<file path="config.mk">
export PLATFORM = sky130hd
export DESIGN_NAME = oled_text_renderer
export DESIGN_NICKNAME = d
export VERILOG_FILES = /design/src/rtl/oled_text_renderer.sv
export SDC_FILE = /design/constraint.sdc
export NUM_CORES = 1
export LEC_CHECK = 0
export ABC_AREA = 1
export CAP_MARGIN = 20
export CORE_ASPECT_RATIO = 1.75
export CORE_UTILIZATION = 55
export CTS_BUF_LIST = sky130_fd_sc_hd__clkbuf_8
export CTS_CLUSTER_DIAMETER = 150
export CTS_CLUSTER_SIZE = 12
export DETAILED_ROUTE_END_ITERATION = 8
export GPL_TIMING_DRIVEN = 1
export PLACE_DENSITY = 0.75
export SYNTH_ARGS = -nofsm -noshare
export SYNTH_HDL_FRONTEND = slang
export SYNTH_SLANG_ARGS = --single-unit
export TNS_END_PERCENT = 50
</file>
<file path="constraint.sdc">
create_clock -name clk_50m -period 2.72 [get_ports clk_50m]
set_input_delay 0.408 -clock clk_50m [delete_from_list [all_inputs] [get_ports clk_50m]]
set_output_delay 0.408 -clock clk_50m [all_outputs]
set_load 0.01 [all_outputs]
</file>
<file path="src/rtl/oled_text_renderer.sv">
// -----------------------------------------------------------------------------
// oled_text_renderer
//
// Turns a line of ASCII characters into an SSD1306 byte stream for an 8x16
// font that spans two OLED pages. The character buffer is walked column by
// column: for each glyph column the external font ROM is addressed, its
// registered output is captured, and the byte is handed to the OLED byte
// writer. Each half-line (page) is preceded by page/column address commands.
//
// Ports:
//   clk_50m      system clock
//   rst_n        asynchronous active-low reset
//   wr_en        write wr_char into buffer slot wr_addr (ignored while busy)
//   wr_addr      buffer slot index (slots >= NUM_CHARS are ignored)
//   wr_char      ASCII code
//   start        single-cycle pulse, begin rendering (accepted only when idle)
//   busy         high from accepted start until done
//   done         single-cycle pulse after the last byte is accepted
//   font_ascii   font ROM character code
//   font_row     font ROM half select (0 = upper page, 1 = lower page)
//   font_index   font ROM column index (0..7)
//   font_data    font ROM registered output, valid one cycle after address
//   byte_out     byte to the OLED writer
//   byte_dc      0 = command byte, 1 = display data byte
//   byte_valid   byte_out/byte_dc valid
//   byte_ready   downstream accepts when byte_valid && byte_ready
// -----------------------------------------------------------------------------
module oled_text_renderer #(
   parameter int NUM_CHARS  = 16,
   parameter int START_PAGE = 0,
   parameter int START_COL  = 0,
   parameter int AW         = $clog2(NUM_CHARS)
) (
   input  logic          clk_50m,
   input  logic          rst_n,
   input  logic          wr_en,
   input  logic [AW-1:0] wr_addr,
   input  logic [7:0]    wr_char,
   input  logic          start,
   output logic          busy,
   output logic          done,
   output logic [7:0]    font_ascii,
   output logic          font_row,
   output logic [4:0]    font_index,
   input  logic [7:0]    font_data,
   output logic [7:0]    byte_out,
   output logic          byte_dc,
   output logic          byte_valid,
   input  logic          byte_ready
);

   if (START_COL + 8 * NUM_CHARS > 128) begin : g_bad_width
      $error("oled_text_renderer: START_COL + 8*NUM_CHARS exceeds 128 columns");
   end
   if (START_PAGE < 0 || START_PAGE > 6) begin : g_bad_page
      $error("oled_text_renderer: START_PAGE must be 0..6");
   end

   typedef enum logic [2:0] {
      S_IDLE,
      S_CMD,
      S_FETCH,
      S_WAIT,
      S_SEND,
      S_DONE
   } state_t;

   localparam logic [AW-1:0] LAST_CHAR = AW'(NUM_CHARS - 1);
   localparam logic [2:0]    PAGE_BASE = 3'(START_PAGE);
   localparam logic [3:0]    COL_LO    = 4'(START_COL % 16);
   localparam logic [2:0]    COL_HI    = 3'(START_COL / 16);

   state_t        state_q, state_d;
   logic          row_q, row_d;
   logic [AW-1:0] char_q, char_d;
   logic [2:0]    idx_q, idx_d;
   logic [1:0]    cmd_q, cmd_d;
   logic [7:0]    data_q, data_d;
   logic [7:0]    char_buf_q [NUM_CHARS];
   logic [7:0]    char_buf_d [NUM_CHARS];
   logic [2:0]    page;

   // Character buffer: writes land only while not rendering, so the line
   // cannot change underneath an in-flight stream.
   always_comb begin : p_buf
      char_buf_d = char_buf_q;
      if (wr_en && (state_q == S_IDLE || state_q == S_DONE)
          && ({1'b0, wr_addr} < (AW+1)'(NUM_CHARS))) begin
         char_buf_d[wr_addr] = wr_char;
      end
   end

   // Next-state and output decode.
   // NOTE: every signal gets a default before the case so no path leaves one
   // unassigned, which would otherwise infer a latch.
   always_comb begin : p_next
      state_d    = state_q;
      row_d      = row_q;
      char_d     = char_q;
      idx_d      = idx_q;
      cmd_d      = cmd_q;
      data_d     = data_q;
      busy       = 1'b0;
      done       = 1'b0;
      font_ascii = 8'h00;
      font_row   = 1'b0;
      font_index = 5'd0;
      byte_out   = 8'h00;
      byte_dc    = 1'b0;
      byte_valid = 1'b0;
      page       = PAGE_BASE + {2'b00, row_q};

      unique case (state_q)
         S_IDLE: begin
            if (start) begin
               state_d = S_CMD;
               row_d   = 1'b0;
               cmd_d   = 2'd0;
            end
         end

         S_CMD: begin
            busy       = 1'b1;
            byte_valid = 1'b1;
            case (cmd_q)
               2'd0:    byte_out = {5'b10110, page};    // set page (B0 | page)
               2'd1:    byte_out = {4'h0, COL_LO};      // column low nibble
               default: byte_out = {5'b00010, COL_HI};  // column high bits
            endcase
            if (byte_ready) begin
               if (cmd_q == 2'd2) begin
                  state_d = S_FETCH;
                  char_d  = '0;
                  idx_d   = 3'd0;
               end else begin
                  cmd_d = cmd_q + 2'd1;
               end
            end
         end

         // FETCH presents the ROM address; WAIT holds it while the ROM's
         // registered output settles, then captures it for SEND.
         S_FETCH: begin
            busy       = 1'b1;
            font_ascii = char_buf_q[char_q];
            font_row   = row_q;
            font_index = {2'b00, idx_q};
            state_d    = S_WAIT;
         end

         S_WAIT: begin
            busy       = 1'b1;
            font_ascii = char_buf_q[char_q];
            font_row   = row_q;
            font_index = {2'b00, idx_q};
            data_d     = font_data;
            state_d    = S_SEND;
         end

         S_SEND: begin
            busy       = 1'b1;
            byte_out   = data_q;
            byte_dc    = 1'b1;
            byte_valid = 1'b1;
            if (byte_ready) begin
               if (idx_q == 3'd7) begin
                  idx_d = 3'd0;
                  if (char_q == LAST_CHAR) begin
                     if (!row_q) begin
                        state_d = S_CMD;
                        row_d   = 1'b1;
                        cmd_d   = 2'd0;
                     end else begin
                        state_d = S_DONE;
                     end
                  end else begin
                     char_d  = char_q + AW'(1);
                     state_d = S_FETCH;
                  end
               end else begin
                  idx_d   = idx_q + 3'd1;
                  state_d = S_FETCH;
               end
            end
         end

         S_DONE: begin
            done    = 1'b1;
            state_d = S_IDLE;
         end

         default: state_d = S_IDLE;
      endcase
   end

   // NOTE: the buffer is reset slot by slot so a reset always yields a line
   // of spaces; a memory without reset would come up with garbage glyphs.
   always_ff @(posedge clk_50m or negedge rst_n) begin : p_regs
      if (!rst_n) begin
         state_q <= S_IDLE;
         row_q   <= 1'b0;
         char_q  <= '0;
         idx_q   <= 3'd0;
         cmd_q   <= 2'd0;
         data_q  <= 8'h00;
         for (int i = 0; i < NUM_CHARS; i++) begin
            char_buf_q[i] <= 8'h20;
         end
      end else begin
         state_q    <= state_d;
         row_q      <= row_d;
         char_q     <= char_d;
         idx_q      <= idx_d;
         cmd_q      <= cmd_d;
         data_q     <= data_d;
         char_buf_q <= char_buf_d;
      end
   end

endmodule

</file>
==> qor.yml, run 1 <==
area_growth_pct: 12.6
ys_seq_area_share_pct: 49.1
worst_slew_pin_slew_ns: 0.769
setup_tns_ns: 0
synth_top_family_by_area: "simple AND/OR/NAND/NOR gates"
fillers: 1198
cp_cell_sequence: "nor2_4 > nand2_1 > nand2_1 > inv_1 > nand2_1 > clkdlybuf4s50_1"
die_h_um: 158
whs_ns: 0.465
synthMuxAreaShare_pct: 0
finalHoldViolations: 0
ys_types: 31
reg2reg_slack_ns: 0.68
cts_sinks: 149
fin_ws_ns: 0.160
fin_skew_ns: 0.00860
ys_seq_elements: 149
crit_slowest_cell: "clkdlybuf4s50_1"
place_hpwl_um: 13200
cts_buffer_depth: 2
slowest_delay_ns: 0.54
start_util_pct: 56.7
antenna_left: 0
portBuffers: 48
synth_compound_area_share_pct: 12.0
grt_max_degree: 71
max_freq_ghz: 0.391
worst-path-max-fanout: 9
status: "finished, final reports clean"
synth_ff_type: "dfrtp_1"
clk_pin_slew_ns: 0.09
wirelength_um: 18700
multi_input_area_um2: 3190
register_area_um2: 3750
pin_count: 51
synthArstFlopShare_pct: 100
layout-drive-gt1-share_pct: 12.0
fin_cells: 1211
clk_root_buffer_cell: "clkbuf_8"
rows: 56
cp_data_arrival_time_ns: 2.15
cp-start-kind: "flip-flop"
cts_inserted_buffers: 17
fin_nets: 1056
viasPerCell: 5.30
clkLatencyLatePin_ns: 0.45
drtIter0Drc: 403
worstSetupEndpointType: "output pin"
period_share_pct: 94.1
crit_top_cell: "nand2_1"
dieWidth_um: 91.0
period_minus_slack_ns: 2.56
netlist_area_um2: 7630
grt.overflow.total: 0
max_slew_margin_pct: 48.7
drtPass1Iterations: 5
dp.cells: 1178
avgSynthCellArea_um2: 7.69
dr_total_vias: 6417
ys_warn_count: 0
tritoncts: "done"
synthSimpleGateAreaFrac_pct: 28.5
synthCells: 992
ir_drop_mv: 0.417
place_congestion: 0.890
synthXorXnorAreaFrac_pct: 0.115
grt_pass1_wl_um: 31600
rsz0062_at_grt: "no"
grtUsageTotal_pct: 28.6
synth_enable_flop_cells: 0
synthAdderAreaFrac_pct: 1.15
die-area_um2: 14400
critPathKind: "flip-flop to output pin"
final-setup-viol-count: 0
remaining_drc_errors: 0
antenna_found_initial: 0
core-area_um2: 13500
cts.htree.levels: 4
power_density_nw_per_um2: 907
grt_pass1_vias: 6340
leakage_nw: 4.19
worstHoldPathType: "input pin to asynchronous set/reset pin"
wire_per_inst_um: 15.4
max-cap-violations: 0
cts_setup_buffers: 0
diodes: 0
required_ns: 2.31
slew_viol_final: 0
pre_cts_ws_ns: 0.404
reg2reg_depth: 8
## report_power, final
part / total, mW / switching, mW / internal (mW)
clock: 1.60 / 0.875 / 0.724
combinational: 2.75 / 1.66 / 1.09
sequential: 3.44 / 0.428 / 3.02
## worst max-delay path: cells and delay by family (launching register included)
kind	cells	cell delay, ns
buffers and inverters	2	0.60
DFF	1	0.43
and+or+nand+nor	4	0.67
## metal layers
layer  part of all wire [%]  routed length [µm]  track usage, %
met1                     40                7490            33.4
met2                     52                9730            51.0
met3                    4.5                 839            4.32
met4                    3.3                 622            14.1
met5                      0                   0               0
## synth_stat cells, types with 7 or more instances
cell / instances / area (µm²)
o21ai_0: 45 / 225
dfrtp_1: 133 / 3330
nand3_1: 87 / 435
dfstp_2: 16 / 420
inv_1: 98 / 368
clkbuf_1: 23 / 86.3
o21ai_2: 31 / 272
nand2_1: 379 / 1420
nand2_2: 17 / 106
buf_6: 12 / 135
a21oi_1: 9 / 45.0
o21ai_1: 69 / 345
buf_2: 11 / 55.1
ha_1: 7 / 87.6
nor2_1: 27 / 101
## layout make-up
cell class / instances / share of cell area (%)
clock buffers: 17 / 2.72
clock inverters: 15 / 1.54
inverters: 100 / 4.40
multi-input cells: 690 / 37.2
flip-flops and latches: 149 / 43.7
well taps: 174 / 2.53
repair buffers: 66 / 7.94
## layout by cell type, fill, tap and decap left out, types with 3 or more instances in the layout
cell and instances:
dfrtp_1 131, o21ai_0 45, o21ai_2 31, buf_4 10
clkinv_4 3, nand2_1 378, nand2_2 18, clkbuf_8 17
clkdlybuf4s50_1 39, clkinvlp_4 5, o21ai_1 69, dfstp_2 16
dlymetal6s2s_1 3, buf_6 4, ha_1 7, buf_12 4
nand3_1 87, nor2_1 27, nor2_4 5, dlygate4sd2_1 5
inv_6 3, inv_1 99, a21oi_1 9
## timing repair
| item | 4_1_cts | 5_1_grt |
|---|---|---|
| hold buffers | 1 | 0 |
| hold endpoints to repair | 42 | 0 |
| gates cloned | 0 | 0 |
| endpoints found under the setup margin | 7 | 6 |
| gates resized for setup | 9 | 4 |
## registers in the layout, summed over array words and instances (netlist names)
signal      count
cmd_q           2
idx_q           3
state_q         3
char_buf_q    128
row_q           1
data_q          8
char_q          4
## final timing paths
path / start / end
max: state_q[1]$_DFFE_PN0P_ / busy
min: rst_n / char_buf_q[83]$_DFFE_PN0P_
max reg2reg: state_q[1]$_DFFE_PN0P_ / char_q[0]$_DFFE_PN0P_
max in group asynchronous: rst_n / char_buf_q[13]$_DFFE_PN1P_
min in group clk_50m: char_buf_q[13]$_DFFE_PN1P_ / char_buf_q[13]$_DFFE_PN1P_
min reg2reg: char_buf_q[13]$_DFFE_PN1P_ / char_buf_q[13]$_DFFE_PN1P_
## per-stage QoR
step	utilization [%]	instance area (µm²)	total power [mW]
5_1_grt	63.8	8590	8.43
4_1_cts	63.8	8580	7.82
2_1_floorplan	-	7630	5.33
3_3_place_gp	60.9	8200	6.16
6_report	63.8	8590	7.79
3_5_place_dp	60.9	8200	6.23
## cells by family (layout without fill, tap and decap cells)
kind of cell | count (synthesis) | count (layout)
buffers and inverters | 154 | 198
and+or+nand+nor | 522 | 522
DFF | 149 | 149
adders and majority gates | 7 | 7
AOI/OAI and AO/OA | 158 | 158
xor gates and xnor gates | 1 | 1
other | 1 | 2
(Power assumes the default switching activity.)
==> run 2: changes to the inputs <==
- CAP_MARGIN: 20 -> not set
==> results of run 2 <==
Same layout as run 1: the final DEF is identical, and so are final timing and power.
